[config.mk]
export PLATFORM = sky130hd
export DESIGN_NAME = rx_bit_unstuffer
export DESIGN_NICKNAME = d
export VERILOG_FILES = /design/src/rtl/rx_bit_unstuffer.sv
export SDC_FILE = /design/constraint.sdc
export NUM_CORES = 1
export LEC_CHECK = 0
export ABC_CLOCK_PERIOD_IN_PS = 1600
export CORE_AREA = 2 2 39 41
export DETAILED_ROUTE_END_ITERATION = 7
export DIE_AREA = 0 0 41 43
export PLACE_DENSITY = 0.6
export SETUP_SLACK_MARGIN = 0.05
export SLEW_MARGIN = 40
export SYNTH_ARGS = -nofsm -noshare
export SYNTH_HDL_FRONTEND = slang
export SYNTH_SLANG_ARGS = --single-unit
[constraint.sdc]
create_clock -name clk -period 1.6 [get_ports clk]
set_clock_uncertainty 0.2 [all_clocks]
set_input_delay 0.32 -clock clk [delete_from_list [all_inputs] [get_ports clk]]
set_output_delay 0.32 -clock clk [all_outputs]
set_load 0.005 [all_outputs]
[src/rtl/rx_bit_unstuffer.sv]
// ---------------------------------------------------------------------------
// rx_bit_unstuffer
// Removes USB stuffed bits from the NRZI-decoded receive stream. After every
// run of RUN_LEN consecutive ones, the next strobed bit is a stuffed bit. That
// bit is dropped. If it is not 0, a stuff error is flagged.
//
// Parameters
//   RUN_LEN          ones per run before a stuffed bit (2..15)
//   CNT_W            run counter width, 2**CNT_W > RUN_LEN
// Ports
//   clk              system clock, rising edge
//   n_rst            asynchronous active-low reset
//   d_decoded        decoded bit, sampled when data_enable=1
//   data_enable      one-cycle strobe per received bit
//   sync_clear       synchronous packet clear (SYNC/EOP), wins over strobe
//   d_unstuffed      registered data bit, holds between strobes
//   bit_valid        one-cycle pulse, d_unstuffed carries a real bit
//   unstuff_hold     registered level, next strobed bit is a stuffed bit
//   stuff_err        sticky stuffed-bit violation flag
//   stuff_err_pulse  one-cycle pulse on the violating strobe
//   run_count        current consecutive-ones count
// ---------------------------------------------------------------------------
module rx_bit_unstuffer #(
   parameter int unsigned RUN_LEN = 6,
   parameter int unsigned CNT_W   = 4
) (
   input  logic             clk,
   input  logic             n_rst,
   input  logic             d_decoded,
   input  logic             data_enable,
   input  logic             sync_clear,
   output logic             d_unstuffed,
   output logic             bit_valid,
   output logic             unstuff_hold,
   output logic             stuff_err,
   output logic             stuff_err_pulse,
   output logic [CNT_W-1:0] run_count
);

   localparam logic [CNT_W-1:0] RUN_LEN_C = CNT_W'(RUN_LEN);

   typedef enum logic {
      ST_RUN   = 1'b0,
      ST_STUFF = 1'b1
   } state_t;

   state_t           r_state;
   state_t           w_state_nxt;
   logic [CNT_W-1:0] r_count;
   logic [CNT_W-1:0] w_count_nxt;
   logic [CNT_W-1:0] w_count_inc;
   logic             r_data;
   logic             w_data_nxt;
   logic             r_valid;
   logic             w_valid_nxt;
   logic             r_hold;
   logic             r_err;
   logic             w_err_nxt;
   logic             r_err_pulse;
   logic             w_err_pulse_nxt;

   assign w_count_inc = r_count + CNT_W'(1);

   // State register
   always_ff @(posedge clk or negedge n_rst) begin
      if (!n_rst) begin
         r_state <= ST_RUN;
      end else begin
         r_state <= w_state_nxt;
      end
   end

   // Next-state and next-output logic; sync_clear drops any strobe in its cycle
   always_comb begin
      w_state_nxt     = r_state;
      w_count_nxt     = r_count;
      w_data_nxt      = r_data;
      w_valid_nxt     = 1'b0;
      w_err_nxt       = r_err;
      w_err_pulse_nxt = 1'b0;

      if (sync_clear) begin
         w_state_nxt = ST_RUN;
         w_count_nxt = '0;
         w_err_nxt   = 1'b0;
         w_data_nxt  = 1'b1;
      end else if (data_enable) begin
         case (r_state)
            ST_RUN: begin
               w_data_nxt  = d_decoded;
               w_valid_nxt = 1'b1;
               if (d_decoded) begin
                  w_count_nxt = w_count_inc;
                  if (w_count_inc == RUN_LEN_C) begin
                     w_state_nxt = ST_STUFF;
                  end
               end else begin
                  w_count_nxt = '0;
               end
            end
            ST_STUFF: begin
               // Stuffed bit is discarded; ones never carry across it
               w_count_nxt = '0;
               w_state_nxt = ST_RUN;
               if (d_decoded) begin
                  w_err_nxt       = 1'b1;
                  w_err_pulse_nxt = 1'b1;
               end
            end
            default: begin
               w_state_nxt = ST_RUN;
               w_count_nxt = '0;
            end
         endcase
      end
   end

   // Output registers
   always_ff @(posedge clk or negedge n_rst) begin
      if (!n_rst) begin
         r_count     <= '0;
         r_data      <= 1'b1;
         r_valid     <= 1'b0;
         r_hold      <= 1'b0;
         r_err       <= 1'b0;
         r_err_pulse <= 1'b0;
      end else begin
         r_count     <= w_count_nxt;
         r_data      <= w_data_nxt;
         r_valid     <= w_valid_nxt;
         r_hold      <= (w_state_nxt == ST_STUFF);
         r_err       <= w_err_nxt;
         r_err_pulse <= w_err_pulse_nxt;
      end
   end

   assign d_unstuffed     = r_data;
   assign bit_valid       = r_valid;
   assign unstuff_hold    = r_hold;
   assign stuff_err       = r_err;
   assign stuff_err_pulse = r_err_pulse;
   assign run_count       = r_count;

endmodule

==> results of run 1 <==
## cell families after synthesis
family                     after synthesis
buffers and inverters                    3
adders and majority gates                2
muxes                                    2
xor gates and xnor gates                 2
and+or+nand+nor                         18
AOI/OAI and AO/OA                        6
DFF                                      9
## layout make-up
type / count / area, µm² / area share, %
multi-input combinational: 30 / 215 / 31.5
timing repair buffer: 22 / 188 / 27.5
inverter: 2 / 7.51 / 1.10
sequential: 9 / 226 / 33.2
tap: 16 / 20.0 / 2.93
clock buffer: 4 / 26.3 / 3.85
## sequential cells by signal, summed over array words and instances, names as in the netlist
signal,flops
run_count,4
stuff_err_pulse,1
d_unstuffed,1
bit_valid,1
stuff_err,1
unstuff_hold,1
## layout by cell type (no fill, tap or decap), types with 2 or more instances in the layout
master and n:
nor2_1 4, nand2_1 2, clkbuf_4 3, buf_4 9
mux2i_1 2, clkdlybuf4s50_1 4, inv_1 2, dlygate4sd2_1 8
ha_1 2, nor2b_1 5, dfrtp_1 8
## layer usage
layer	track usage [%]	up-vias
li1	-	191
met1	19.1	175
met2	17.5	9
met3	3.66	0
met4	6.00	0
met5	0	-
## critical path: cells and delay by family (launching register included)
kind | cells | cell delay (ns)
adder cells (fa/ha/maj) | 1 | 0.22
flip-flops | 1 | 0.39
AND/OR/NAND/NOR | 1 | 0.06
XOR/XNOR | 1 | 0.16
buffers and inverters | 1 | 0.15
AO/OA/AOI/OAI | 1 | 0.25
## power by group through the flow
stage / combinational, W / clock (W) / sequential, W
floorplan: 0.0000214 / 0 / 0.000242
global placement: 0.0000586 / 0 / 0.000241
detailed placement: 0.0000588 / 0 / 0.000241
CTS: 0.0000597 / 0.000182 / 0.000236
global route: 0.0000658 / 0.000202 / 0.000236
finish: 0.0000590 / 0.000173 / 0.000236
## worst max path at each step
stage,endpoint,slack [ns],depth (start not counted)
after floorplan,unstuff_hold,0.19,4
after global placement,unstuff_hold,-0.04,4
after detailed placement,stuff_err,-0.06,4
after CTS,unstuff_hold,0.04,5
after global routing,unstuff_hold,0.008,5
final,unstuff_hold,0.06,5
## metrics by stage
step	power (W)	setup slack (ns)	area (µm²)	TNS (ns)	utilization, %
floorplan	0.000263	0.194	460	0	-
finish	0.000468	0.0608	683	0	49.4
CTS	0.000477	0.0423	682	0	49.3
global route	0.000504	0.00849	683	0	49.4
global placement	0.000299	-0.0392	644	-0.0954	46.6
detailed placement	0.000300	-0.0569	644	-0.163	46.6
## timing repair
action                                  4_1_cts  5_1_grt
pin swaps                                     0        1
setup buffers                                 3        0
gates resized for setup                       9        2
cloned                                        0        0
endpoints found under the setup margin        9        4
==> flow_summary_export.csv, run 1 <==
group,metric,value,unit
power,combPwrFrac,12.6,%
run_status,outcome,"finished clean",
detailed_routing,topRoutingLayerUsed,"met3",
grt,grtUsageTotal,13.1,%
power,power.density,685,nW/µm²
timing,hold_viol,0,
logic_synthesis,synth_commonest_cells,"8 x dfrtp_1, 5 x nor2b_1, 4 x nor2_1",
logic_synthesis,synthCells,42,
grt,overflow,0,
critical_path,critPathMaxStageDelay,0.39,ns
critical_path,startpoint,"run_count[0]",
logic_synthesis,synth_seq_cells,9,
logic_synthesis,netlist_top_cells_area,"dfrtp_1 43%, nor2b_1 6.8%, dfstp_2 5.7%, ha_1 5.4%, mux2i_1 4.3%",
grt,grt_pass1_vias,379,
logic_synthesis,yosys.area_share.xor_xnor,3.80,%
detailed_routing,ant_nets,0,
critical_path,cp-end-kind,"flip-flop",
timing,fin_crit_sh,96.2,%
detailed_routing,wirelength_met1,452,µm
detailed_routing,wl_per_cell,11.0,µm
logic_synthesis,synth-edff-count,0,
timing,slew_viol_final,0,
detailed_routing,wl_met2,404,µm
detailed_routing,dr.pass1.iters,3,
power,swShare,22.6,%
die,die_area,1760,µm²
flow_run,max-cap-violations,0,
logic_synthesis,synth_most_common_cell,"dfrtp_1",
timing,worst_pin_slew,0.420,ns
clock_network,clk_pin_slew_worst_paths,0.06,ns
logic_synthesis,syn_avg_cell_area,11.0,µm²
logic_synthesis,ys_seq_area_share,49.2,%
cells_and_area,drive_above_1_share,20.9,%
critical_path,r2r_start,"run_count[0]",
die,std_cell_rows,14,
detailed_routing,drc,0,
power,switchingPower,0.000106,W
cells_and_area,num_antenna_cells,0,
clock_network,clk_path_buf_depth,2,
critical_path,cpMaxStageDelayCell,"dfrtp_1",
placement,hpwl,722,µm
die,start_util,33.3,%
detailed_routing,routed_wl,917,µm
power,leakage,0.366,nW
min_path,hp-class,"in2async",
power,p_int,0.000362,W
clock_network,cts.sink_count,9,
die,core_area,1380,µm²
clock_network,cts_tree,"built",
logic_synthesis,ys.flop_type,"dfrtp_1",
logic_synthesis,muxShareOfSynthArea,4.35,%
die,die_width,41,µm
critical_path,cp.arrival,1.48,ns
logic_synthesis,synth_cell_type_count,23,
clock_network,insertion_delay,0.25,ns
detailed_routing,drtIter0Drc,1,
detailed_routing,vias,375,
die,die_y,43,µm
grt,antenna_found_initial,0,
logic_synthesis,synth_top_family_by_area,"simple AND/OR/NAND/NOR gates",
critical_path,r2r_setup_slack,0.06,ns
cells_and_area,syn_to_final_growth,48.4,%
clock_network,cts_made_buffers,3,
critical_path,timing.rr.end,"unstuff_hold",
die,ios,14,
logic_synthesis,async_reset_ff_share,100,%
logic_synthesis,yosys.area_share.adder,5.43,%
timing,setup_violations,0,
critical_path,cp.required,1.54,ns
logic_synthesis,synth.top_cell.area_share,43.5,%
clock_network,ctsHoldBuffers,0,
placement,gp_congestion,0.719,
critical_path,crit_type,"reg2reg",
cells_and_area,nNetsFinal,75,
critical_path,startpoint_type,"flip-flop",
logic_synthesis,yosysWarnings,0,
placement,dp_cells,76,
cells_and_area,fillers,146,
timing,clock.fmax,650,MHz
timing,rsz0062_at_grt,"yes",
timing,slew_headroom,71.9,%
logic_synthesis,synth_compound_area_share,8.97,%
detailed_routing,route.met3.wl,60,µm
timing,period_needed,1.54,ns
grt,grt_start_max_net_pins,10,
critical_path,crit_fanout,3,
logic_synthesis,synthSimpleGateAreaFrac,24.2,%
detailed_routing,routed_via_density,4.52,
logic_synthesis,netlist_area,460,µm²
logic_synthesis,mappedNetlistNets,49,
clock_network,clock-root-buffer,"clkbuf_4",
power,p_seq_share,50.4,%
timing,whs,0.165,ns
placement,port_buffers,13,
power,ir_drop,0.000274,V
clock_network,htreeDepth,1,
logic_synthesis,yosysTopAreaCell,"dfrtp_1",
cells_and_area,layout.cells.non_filler,83,
power,p_clk_share,37.0,%
critical_path,reg2reg_depth,5,
grt,grt_pass1_wl,1.55,mm
critical_path,cp_cell_sequence,"buf_4 > ha_1 > xnor2_1 > nor2_1 > a32o_1",
Power figures use the tool's default switching activity.
==> run 2, diff against run 1 <==
- SKIP_LAST_GASP: default -> 1
==> results of run 2 <==
The final DEF is identical to that of run 1; final timing and power are the same.
==> run 3, diff against run 2 <==
- DONT_BUFFER_PORTS: default -> 1
- PLACE_DENSITY: 0.6 -> 0.46
==> run 3 against run 2 <==
Net effect: cell area down 22%; count of clock-buffer cells in the layout unchanged; routed wire length shrank 1.4%; total power is 4.9% lower; critical path depth down 1.
==> flow_summary_export.csv, run 3 (synthesized netlist as in run 1, its figures left out) <==
group,metric,value,unit
grt,grtUsageTotal,12.8,%
clock_network,cts_made_buffers,3,
critical_path,crit_fanout,4,
placement,gp_congestion,0.715,
timing,hold_viol,0,
detailed_routing,routed_via_density,4.91,
critical_path,path_buf_inv,0,
placement,hpwl,661,µm
detailed_routing,routed_wl,904,µm
clock_network,htreeDepth,1,
detailed_routing,drc,0,
clock_network,cts.sink_count,9,
timing,period_needed,1.42,ns
cells_and_area,drive_above_1_share,12.2,%
critical_path,critPathMaxStageDelay,0.42,ns
clock_network,insertion_delay,0.25,ns
die,start_util,33.3,%
grt,grt_pass1_vias,323,
timing,rsz0062_at_grt,"no",
cells_and_area,multi_input_area,215,µm²
clock_network,postCtsResizedCells,0,
detailed_routing,dr.pass1.iters,1,
min_path,hp-class,"in2reg",
die,die_y,43,µm
timing,whs,0.0284,ns
cells_and_area,largest_register_ffs,4,
critical_path,startpoint_type,"flip-flop",
die,die_width,41,µm
grt,grt_pass1_wl,1.50,mm
die,std_cell_rows,14,
detailed_routing,drtIter0Drc,0,
power,ir_drop,0.000282,V
timing,setup_violations,0,
cells_and_area,fillers,140,
power,leakage,0.253,nW
die,die_area,1760,µm²
run_status,outcome,"finished clean",
cells_and_area,nNetsFinal,57,
critical_path,cp.arrival,1.36,ns
timing,tns,0,ns
die,core_area,1380,µm²
cells_and_area,syn_to_final_growth,15.8,%
placement,dp_cells,58,
cells_and_area,layout_commonest_cell,"dfrtp_1",
critical_path,crit_type,"reg2reg",
timing,fin_crit_sh,88.6,%
timing,worst_pin_slew,0.428,ns
cells_and_area,layout_common_cells,"8 x dfrtp_1, 5 x nor2b_1, 4 x nor2_1",
critical_path,cp_top_family,"flip-flops",
critical_path,cp_cell_sequence,"ha_1 > xnor2_1 > nor2_1 > a32o_1",
grt,grt_start_max_net_pins,10,
clock_network,clock-root-buffer,"clkbuf_4",
cells_and_area,num_antenna_cells,0,
power,power.density,835,nW/µm²
detailed_routing,ant_nets,0,
timing,slew_headroom,71.4,%
timing,slew_viol_final,0,
detailed_routing,wl_per_cell,13.9,µm
detailed_routing,vias,319,
critical_path,cp-end-kind,"flip-flop",
die,ios,14,
grt,overflow,0,
timing,clock.fmax,706,MHz
clock_network,clk_pin_slew_worst_paths,0.06,ns
grt,antenna_found_initial,0,
clock_network,clk_path_buf_depth,2,
flow_run,max-cap-violations,0,
cells_and_area,regArea,226,µm²
clock_network,cts_tree,"built",
critical_path,cpMaxStageDelayCell,"dfrtp_1",
clock_network,ctsHoldBuffers,2,
clock_network,post-cts-setup-buffer-count,0,
cells_and_area,layout.cells.non_filler,65,
placement,port_buffers,0,
critical_path,cp.required,1.54,ns
run 3: cell types whose count changed in the layout (fill, tap and decap cells not counted), sizes merged:
cell and change:
clkdlybuf4s50 -4, dlygate4sd2 -8, clkdlybuf4s15 -1, buf -8, dlygate4sd3 +3
run 3: path summary, 6_finish.rpt:
check | start | to | slack, ns | depth (start not counted)
setup / recovery | run_count[1] | unstuff_hold | 0.18 | 4
hold reg to reg | stuff_err | stuff_err | 0.31 | 1
max in group asynchronous | n_rst | d_unstuffed | 0.63 | 1
min in group asynchronous | n_rst | run_count[3] | 0.24 | 1
setup reg to reg | run_count[1] | unstuff_hold | 0.18 | 4
hold / removal | data_enable | run_count[0] | 0.03 | 2
run 3: stage by stage:
step	area [µm²]	power, W	util [%]	setup slack [ns]
final	533	0.000445	38.5	0.183
after detailed placement	477	0.000265	34.4	0.193
after global routing	533	0.000478	38.5	0.0967
after floorplan	460	0.000263	-	0.194
after global placement	477	0.000264	34.4	0.201
after CTS	523	0.000455	37.8	0.176
run 3: where the power goes:
| part | switching [W] | internal, W | leakage (nW) |
|---|---|---|---|
| Sequential | 0.00000357 | 0.000234 | 0.121 |
| Combinational | 0.0000170 | 0.0000177 | 0.118 |
| Clock | 0.0000773 | 0.0000960 | 0.0150 |
| Total | 0.0000979 | 0.000347 | 0.253 |
run 3: worst reg2reg max path: stages (launching register included):
cell	delay [ns]
dfrtp_1	0.42
ha_1	0.23
xnor2_1	0.15
nor2_1	0.05
a32o_1	0.25
run 3: final cells by class:
| type | instances | share of cell area (%) |
|---|---|---|
| Clock buffer | 4 | 4.93 |
| Inverter | 2 | 1.41 |
| Multi-Input combinational cell | 30 | 40.4 |
| Sequential cell | 9 | 42.5 |
| Tap cell | 16 | 3.76 |
| Timing Repair Buffer | 4 | 7.04 |
run 3: per-layer routing:
metal / vias to the layer above / wire, µm / global-route usage [%]
met3: 0 / 64 / 5.76
li1: 156 / - / -
met2: 10 / 425 / 17.8
met4: 0 / 0 / 6.00
met5: - / 0 / 0
met1: 153 / 414 / 16.3
==> variant 1 (settings of run 3) <==
Put one more register stage on the output `bit_valid`, without a reset. The value now appears one clock later. The other outputs are not delayed to match. Comments in the files are not updated.
--- a/src/rtl/rx_bit_unstuffer.sv
+++ b/src/rtl/rx_bit_unstuffer.sv
@@ -135,7 +135,9 @@
    end
 
    assign d_unstuffed     = r_data;
-   assign bit_valid       = r_valid;
+   always_ff @(posedge clk) begin
+      bit_valid <= r_valid;
+   end
    assign unstuff_hold    = r_hold;
    assign stuff_err       = r_err;
    assign stuff_err_pulse = r_err_pulse;
Formal check against the unedited RTL: not equivalent (Yosys sat finds a counterexample within 4 cycles, from zero or initial values and one cycle with n_rst low).
==> variant 1 against run 3 <==
Hold slack worse by 17 ps. Synthesized cell count shrank 12%. Wire length is 7.5% lower. Combinational power grew 3%. Sequential cell count grew 1. Global-route usage fell by 0.45 points. Non-clock buffer count increased by 2. Setup slack worse by 76 ps. Utilization up 0.45 points. Total power up 8.6%. Area after synthesis shrank 4.9%. Cell area grew 1.2%. Largest cell class unchanged. Highest routed layer is now met4.
==> variant 1: results <==
{
  "status": "finished, final reports clean",
  "synth_fp_nets": 44,
  "dp_slack_ps": 102,
  "instances_no_fill": 63,
  "seqPwrFrac_pct": 54.6,
  "path_max_fanout": 2,
  "synth.area.mux_share_pct": 2.29,
  "globalRouteTotalUtil_pct": 12.3,
  "timing.hold.ws_ps": 11.0,
  "slew_headroom_pct": 71.9,
  "switching_share_pct": 22.4,
  "synth_async_sr_flop_share_pct": 90.0,
  "p_total_w": 0.000483,
  "cpPeakStageDelay_ps": 390,
  "arrival_ps": 1440,
  "dpl_cell_area_um2": 480,
  "gp_congestion": 0.822,
  "met2_usage_pct": 16.9,
  "drt-total-wl_um": 836,
  "met3_usage_pct": 6.81,
  "dr_wl_met2_um": 416,
  "p_comb_share_pct": 7.4,
  "min_to": "run_count[3]",
  "fill_cells": 131,
  "top_layer_used": "met4",
  "synth_compound_area_share_pct": 10.3,
  "drive_above_1_share_pct": 19.1,
  "wl_met3_um": 49
}
## variant 1: timing repair
item	CTS	global route
setup endpoints to repair	0	1
endpoints found under the hold margin	13	0
buffers inserted	0	0
hold buffers	3	0
gates resized for setup	0	1
## variant 1: worst max path at each step
| stage | from | to | slack, ps |
|---|---|---|---|
| floorplan | run_count[0] | unstuff_hold | 70 |
| global placement | run_count[0] | unstuff_hold | 120 |
| detailed placement | run_count[0] | unstuff_hold | 100 |
| CTS | run_count[0] | unstuff_hold | 80 |
| global route | run_count[0] | unstuff_hold | 60 |
| finish | run_count[0] | unstuff_hold | 110 |
## variant 1: final cells by class
cell class              instances  area (um2)  share of cell area, %
flip-flops and latches         10         246                   45.7
multi-input cells              25         186                   34.6
repair buffers                  6        52.6                   9.74
clock buffers                   4        26.3                   4.87
well taps                      16        20.0                   3.71
inverters                       2        7.51                   1.39
==> variant 2 (settings of run 3) <==
Made on the original files. Set the parameter `CNT_W` to 3 (it was 4).
--- a/src/rtl/rx_bit_unstuffer.sv
+++ b/src/rtl/rx_bit_unstuffer.sv
@@ -22,7 +22,7 @@
 // ---------------------------------------------------------------------------
 module rx_bit_unstuffer #(
    parameter int unsigned RUN_LEN = 6,
-   parameter int unsigned CNT_W   = 4
+   parameter int unsigned CNT_W   = 3
 ) (
    input  logic             clk,
    input  logic             n_rst,
Interface: changed (resized run_count); port bits go from 14 to 13. The function was not compared with the original's and may differ.
==> variant 2 against run 3 <==
Utilization shrank 3.3 points. Wire length decreased by 4.9%. Total power shrank 5.9%. Area after synthesis decreased by 16%. Register-to-register slack got worse by 60 ps. Sequential cell count down 1. Setup slack got worse by 82 ps. Cell area decreased by 8.7%. Sequential share of layout area is 1.1 points lower. Sequential power down 11%. Combinational power is 5% higher. Global-route usage is essentially flat. Critical endpoint unchanged.
==> variant 2: results <==
{
  "cp_slowest_cell": "dlygate4sd3_1",
  "grt_max_degree": 9,
  "drt_pass1_iterations": 1,
  "dp_hpwl_um": 592,
  "min_to": "run_count[2]",
  "largest_reg_flops": 3,
  "path_max_fanout": 6,
  "wl_met3_um": 73,
  "grt_pass1_vias": 303,
  "cpPeakStageDelay_ps": 600,
  "synth_fa_ha_area_share_pct": 6.49,
  "synth_compound_area_share_pct": 10.1,
  "drive_above_1_share_pct": 17.8,
  "synthTopCellsByArea": "dfrtp_1 45%, dfstp_2 6.8%, ha_1 6.5%",
  "cts-root-buf": "clkbuf_4",
  "dr_wl_met2_um": 370,
  "hold_class": "in -> reg",
  "drtIter0Drc": 0,
  "ys_seq_area_share_pct": 52.3,
  "fill_cells": 145,
  "arrival_ps": 1490,
  "top_layer_used": "met4",
  "synth.area.mux_share_pct": 2.60,
  "wire_per_inst_um": 14.1,
  "vias_per_cell": 4.72,
  "gp_congestion": 0.713,
  "met2_usage_pct": 14.1,
  "cpLargestDelayFamily": "buffers and inverters",
  "synth_common_cells": "7 x dfrtp_1, 3 x inv_1, 3 x nand2_1, 3 x nor2_1",
  "synth_cell_types": 20,
  "dp_slack_ps": 123,
  "min_path_cells": 2,
  "timing.hold.ws_ps": 37.2,
  "worst_slew_pin_slew_ps": 388,
  "grt_use_met1_pct": 18.8,
  "synth_fp_nets": 42,
  "globalRouteTotalUtil_pct": 12.8,
  "wl_met1_um": 412,
  "synthXorXnorAreaFrac_pct": 2.27,
  "ir_drop_uv": 231,
  "status": "finished, final reports clean",
  "antenna_found_initial": 0,
  "total_leakage_power_nw": 0.228,
  "fin_nets": 53,
  "met3_usage_pct": 4.71,
  "n_antenna_cell": 0,
  "synth_ff_type": "dfrtp_1",
  "grt_pass1_wl_mm": 1.41
}
variant 2: what timing repair did:
item,CTS,global route
hold endpoints to repair,14,0
hold buffers,4,0
gates resized for setup,0,0
variant 2: worst max path at each step:
stage                  from            to  slack (ps)  cells past startpoint
2_1_floorplan  run_count[0]  unstuff_hold         140                      4
3_3_place_gp   run_count[1]  unstuff_hold         140                      4
3_5_place_dp   run_count[1]  unstuff_hold         120                      4
4_1_cts        run_count[1]  unstuff_hold         110                      4
5_1_grt        run_count[1]  run_count[2]          50                      4
6_report        data_enable  unstuff_hold         100                      4
variant 2: area by class of cell:
| class | instances | area, um2 | share of cell area, % |
|---|---|---|---|
| timing repair buffer | 6 | 55.1 | 11.3 |
| inverter | 3 | 11.3 | 2.31 |
| clock buffer | 4 | 26.3 | 5.40 |
| sequential | 8 | 201 | 41.4 |
| tap | 16 | 20.0 | 4.11 |
| multi-input combinational | 24 | 173 | 35.5 |
variant 2: report_power, final:
| group | total, W | internal [W] | leakage, nW | switching, W |
|---|---|---|---|---|
| logic | 0.0000364 | 0.0000177 | 0.107 | 0.0000187 |
| registers | 0.000212 | 0.000208 | 0.107 | 0.00000334 |
| clock network | 0.000171 | 0.0000958 | 0.0150 | 0.0000751 |
| total | 0.000419 | 0.000322 | 0.228 | 0.0000972 |
variant 2: per-stage QoR:
stage               instance area (um2)  total power, W  utilization [%]  cells
floorplan                           385        0.000231                -     35
global placement                    420        0.000236             30.4     53
detailed placement                  420        0.000237             30.4     53
CTS                                 487        0.000432             35.2     61
global route                        487        0.000454             35.2     61
finish                              487        0.000419             35.2     61
variant 2: worst register-to-register path, stage by stage, from the launching register on:
cell and delay (ps):
dfrtp_1 420, ha_1 240, xnor2_1 130, or3_1 320, a21oi_2 110
